==> src/rtl/tcb_lib_irw2crw.sv <==
// rtl/tcb_lib_irw2crw.sv - merges independent read/write TCB channels onto one combined read/write manager port
module tcb_lib_irw2crw #(
  parameter int    DLY = 1,
  parameter string ARB = "RR",
  parameter int    AW  = 32,
  parameter int    DW  = 32,
  parameter int    BW  = DW/8
) (
  input  logic          clk,
  input  logic          rst,
  // read channel subordinate (read manager connects here)
  input  logic          rdc_vld_i,
  input  logic [AW-1:0] rdc_adr_i,
  input  logic [BW-1:0] rdc_ben_i,
  output logic          rdc_rdy_o,
  output logic [DW-1:0] rdc_rdt_o,
  output logic          rdc_err_o,
  // write channel subordinate (write manager connects here)
  input  logic          wrc_vld_i,
  input  logic [AW-1:0] wrc_adr_i,
  input  logic [BW-1:0] wrc_ben_i,
  input  logic [DW-1:0] wrc_wdt_i,
  output logic          wrc_rdy_o,
  output logic [DW-1:0] wrc_rdt_o,
  output logic          wrc_err_o,
  // combined read/write manager
  output logic          crw_vld_o,
  output logic          crw_ren_o,
  output logic          crw_wen_o,
  output logic [AW-1:0] crw_adr_o,
  output logic [BW-1:0] crw_ben_o,
  output logic [DW-1:0] crw_wdt_o,
  input  logic          crw_rdy_i,
  input  logic [DW-1:0] crw_rdt_i,
  input  logic          crw_err_i
);

  typedef enum logic {
    GNT_RD = 1'b0,
    GNT_WR = 1'b1
  } gnt_t;

  localparam bit ARB_RD = (ARB == "RD");
  localparam bit ARB_WR = (ARB == "WR");

  generate
    if (!(ARB == "RR" || ARB == "RD" || ARB == "WR")) begin : g_bad_arb
      $error("tcb_lib_irw2crw: ARB must be RR, RD or WR");
    end
    if (DLY < 0) begin : g_bad_dly
      $error("tcb_lib_irw2crw: DLY must be non-negative");
    end
  endgenerate

  gnt_t gnt;
  logic lck_q, lck_d;
  gnt_t lck_gnt_q, lck_gnt_d;
  gnt_t ptr_q, ptr_d;
  logic trn;
  logic rte_rd, rte_wr;

  // arbitration: a locked grant is held until its transfer, otherwise the policy decides
  always_comb begin
    gnt = GNT_RD;
    if (lck_q) begin
      gnt = lck_gnt_q;
    end else if (rdc_vld_i && !wrc_vld_i) begin
      gnt = GNT_RD;
    end else if (wrc_vld_i && !rdc_vld_i) begin
      gnt = GNT_WR;
    end else if (rdc_vld_i && wrc_vld_i) begin
      if (ARB_RD)      gnt = GNT_RD;
      else if (ARB_WR) gnt = GNT_WR;
      else             gnt = (ptr_q == GNT_RD) ? GNT_WR : GNT_RD;
    end
  end

  // request path: granted channel drives the combined bus, wen/ren forced by grant
  always_comb begin
    crw_vld_o = rdc_vld_i | wrc_vld_i;
    crw_ren_o = (gnt == GNT_RD);
    crw_wen_o = (gnt == GNT_WR);
    crw_adr_o = (gnt == GNT_WR) ? wrc_adr_i : rdc_adr_i;
    crw_ben_o = (gnt == GNT_WR) ? wrc_ben_i : rdc_ben_i;
    crw_wdt_o = (gnt == GNT_WR) ? wrc_wdt_i : '0;
    rdc_rdy_o = (gnt == GNT_RD) & crw_rdy_i;
    wrc_rdy_o = (gnt == GNT_WR) & crw_rdy_i;
    trn       = crw_vld_o & crw_rdy_i;
  end

  // lock a stalled request onto its grant; remember the last winner for round-robin
  always_comb begin
    lck_d     = lck_q;
    lck_gnt_d = lck_gnt_q;
    ptr_d     = ptr_q;
    if (trn) begin
      lck_d = 1'b0;
      ptr_d = gnt;
    end else if (crw_vld_o) begin
      lck_d     = 1'b1;
      lck_gnt_d = gnt;
    end
  end

  // arbitration state registers; ptr resets to WR so RD wins the first tie
  always_ff @(posedge clk) begin
    if (rst) begin
      lck_q     <= 1'b0;
      lck_gnt_q <= GNT_RD;
      ptr_q     <= GNT_WR;
    end else begin
      lck_q     <= lck_d;
      lck_gnt_q <= lck_gnt_d;
      ptr_q     <= ptr_d;
    end
  end

  generate
    if (DLY > 0) begin : g_dly
      logic [1:0] rte_q [DLY];

      // age each transfer's destination {rd, wr} so it selects the response DLY cycles later
      always_ff @(posedge clk) begin
        if (rst) begin
          for (int i = 0; i < DLY; i++) rte_q[i] <= 2'b00;
        end else begin
          rte_q[0] <= {trn & (gnt == GNT_RD), trn & (gnt == GNT_WR)};
          for (int i = 1; i < DLY; i++) rte_q[i] <= rte_q[i-1];
        end
      end

      assign rte_rd = rte_q[DLY-1][1];
      assign rte_wr = rte_q[DLY-1][0];
    end else begin : g_comb
      assign rte_rd = trn & (gnt == GNT_RD);
      assign rte_wr = trn & (gnt == GNT_WR);
    end
  endgenerate

  // response path: only the issuing channel sees the response, the other reads zero
  always_comb begin
    rdc_rdt_o = rte_rd ? crw_rdt_i : '0;
    rdc_err_o = rte_rd ? crw_err_i : 1'b0;
    wrc_rdt_o = rte_wr ? crw_rdt_i : '0;
    wrc_err_o = rte_wr ? crw_err_i : 1'b0;
  end

endmodule

==> config.mk <==
export PLATFORM = sky130hd
export DESIGN_NAME = tcb_lib_irw2crw
export DESIGN_NICKNAME = d
export VERILOG_FILES = /design/src/rtl/tcb_lib_irw2crw.sv
export SDC_FILE = /design/constraint.sdc
export NUM_CORES = 1
export LEC_CHECK = 0
export ABC_AREA = 1
export BUFFER_PORTS_ARGS = -buffer_cell sky130_fd_sc_hd__buf_4
export CORE_AREA = 2 2 108 110
export CTS_CLUSTER_SIZE = 30
export DETAILED_ROUTE_END_ITERATION = 12
export DIE_AREA = 0 0 110 112
export GPL_TIMING_DRIVEN = 0
export PLACE_DENSITY = 0.44
export SLEW_MARGIN = 0
export SYNTH_ARGS = -nofsm -noshare
export SYNTH_HDL_FRONTEND = slang
export SYNTH_SLANG_ARGS = --single-unit
export TNS_END_PERCENT = 10
==> constraint.sdc <==
create_clock -name clk -period 1.15 [get_ports clk]
set_clock_uncertainty 0.1 [all_clocks]
set_input_delay 0.1725 -clock clk [delete_from_list [all_inputs] [get_ports clk]]
set_output_delay 0.1725 -clock clk [all_outputs]
set_load 0.01 [all_outputs]
==> metrics.txt <==
status complete, but fails checks; failing checks negative setup slack; DR DRC count 0; Vias/cell approximately 3.7; post-route ant nets 0; Synth Area per Inst approximately 4 um^2; sequential fraction of the synthesis area under 10%; Layout fillers between 1000 and 1500; n_diodes 0; commonest non-fill, non-tap cell in the layout buf_4; Skew-Pair Late Insertion Delay 0.23 ns; synth unique cells 12; PortBufs between 200 and 300; crit start category register; CTS root buffer clkbuf_16; ratio of cells with drive above 1 in the final layout 53.0%; number of global-route vias before repair 2789; Peak VDD IR a little under 0.3 mV; post-route minimum period ~1.6 ns; Die Ht around 110 um; Syn Inst Count roughly 360; Multi-input gate area a little under 0.001 mm^2; # clock sinks 5; min-delay src rst; yosys synthesis warning count 0; GPL Wtd Cong about 0.79; core area between 0.01 and 0.015 mm^2; class of the worst hold path input port to register; synthesized area 0.00147 mm^2; launch point of the worst path ptr_q$_SDFFE_PP1P_; # setup viols final about 130; pwr dens between 500 and 600 mW/mm^2; Nets 786; Leak Pwr about 0.003 uW; P&R area growth vs syn 184%; CTS tree yes; most frequent cells in the layout buf_4, nand2_1, inv_1; Least-Margin Pin Slew ~0.19 ns; chip width 110 um; Layout Cells excl Fill around 790; FF-to-FF Start ptr_q$_SDFFE_PP1P_; Max FO, Critical Path 10; Yosys top cell area share a little under half; HPWL after DPL ~7.8 mm; syn_nets 499; CTS buffer count 3; total iterations of the first detailed-routing run 4; Ports about 280; wire length per cell approximately 11 um; synth top area cells nand2_1, inv_1, nor2_1; dpl cells between 700 and 800; clk buf depth 2; max-slew violation count 0; Tot GR Track Use 13.8%; crit path DAT roughly 1.3 ns; die footprint between 0.01 and 0.015 mm^2; period utilisation layout 140%; register area roughly 110 um^2; GR Overflow Total 0; initial antenna violation count 0; crit path capture type output pin; 1st-iter DRT viols 63; Synth Register Bits 5; fmax a little over 600 MHz; CTS HTree Levels 1; Crit Path Class register to output pin; first-pass GRT wire length roughly 13 mm; clock slew at reported path FFs 0.03 ns; maxcap violations 0; largest net degree at the start of global routing 11; relative slew slack approximately 87%; cell taking the most area after synthesis nand2_1; Fin. Hold Viols 0; Initial Util around an eighth; Worst Path Required slightly below 0.9 ns; Worst Slack Setup Final -0.457 ns; FP Rows 39; routed vias 2907; total wire length roughly 9.0 mm; unrepaired setup endpoints after global routing yes; Post-Place Setup Slack -0.311 ns
==> metal layers <==
| metal | GRT usage [%] | wire length (um) | vias to the layer above |
|---|---|---|---|
| met4 | 4.30 | 184 | 0 |
| li1 | - | - | 1528 |
| met5 | 0 | 0 | - |
| met2 | 26.6 | 4820 | 154 |
| met3 | 3.45 | 905 | 11 |
| met1 | 14.1 | 3120 | 1214 |
==> final timing paths <==
check	endpoint	slack, ns	cells past startpoint
setup / recovery	crw_wdt_o[10]	-0.46	7
hold / removal	lck_q$_SDFFE_PP0N_	0.01	2
setup reg to reg	g_dly.rte_q[0][1]$_SDFF_PP0_	0.04	6
hold reg to reg	ptr_q$_SDFFE_PP1P_	0.38	2
==> stage by stage <==
step / util, % / total power, uW / cell area, um^2 / setup TNS, ns / hold WS [ns]
after floorplan: - / 759 / 1470 / -1.48 / 0.152
after global placement: 33.6 / 1700 / 3750 / -26.53 / 0.255
after detailed placement: 33.6 / 1710 / 3750 / -29.15 / 0.259
after CTS: 36.2 / 2430 / 4050 / -38.97 / 0.0109
after global routing: 37.3 / 2640 / 4170 / -45.87 / 0.0178
final: 37.3 / 2460 / 4170 / -37.57 / 0.00975
==> power breakdown <==
group | internal [uW] | total [uW] | switching, uW
clock network | 460 | 579 | 120
logic | 937 | 1680 | 745
registers | 187 | 197 | 10.7
total | 1580 | 2460 | 876
==> registers in the layout (all words and copies together), names as in the netlist <==
signal and count:
lck_gnt_q 1, g_dly.rte_q 2, ptr_q 1, lck_q 1
==> timing repair <==
| action | 4_1_cts | 5_1_grt |
|---|---|---|
| pin swaps | 1 | 4 |
| resized for setup | 54 | 43 |
| setup endpoints to repair | 141 | 141 |
| hold buffers | 0 | 0 |
| cloned | 1 | 0 |
| setup buffers | 1 | 1 |
==> cell families after synthesis <==
group | synth area share [%]
DFF | 6.81
and+or+nand+nor | 58.8
buffers and inverters | 34.4
==> Yosys cell counts <==
library cell	instances
buf_2	12
buf_4	5
clkbuf_1	2
dfxtp_1	5
inv_1	105
inv_4	1
nand2_1	184
nand2_2	1
nand3_1	1
nand3_2	1
nor2_1	39
nor3_1	1
==> area by class of cell <==
class | instances | area share [%]
clock buffer | 4 | 1.89
multi-input combinational | 227 | 23.2
buffer | 18 | 4.89
sequential | 5 | 2.58
inverter | 106 | 9.72
timing repair buffer | 283 | 53.4
tap | 143 | 4.29
==> worst max-delay path: stages, from the launching register on <==
cell and delay [ns]:
dfxtp_2 0.33, nand2_2 0.06, nand3_4 0.10, nand2_8 0.10, inv_8 0.11, buf_4 0.20
nor2_1 0.06, buf_4 0.14
Power figures use the tool's default switching activity.
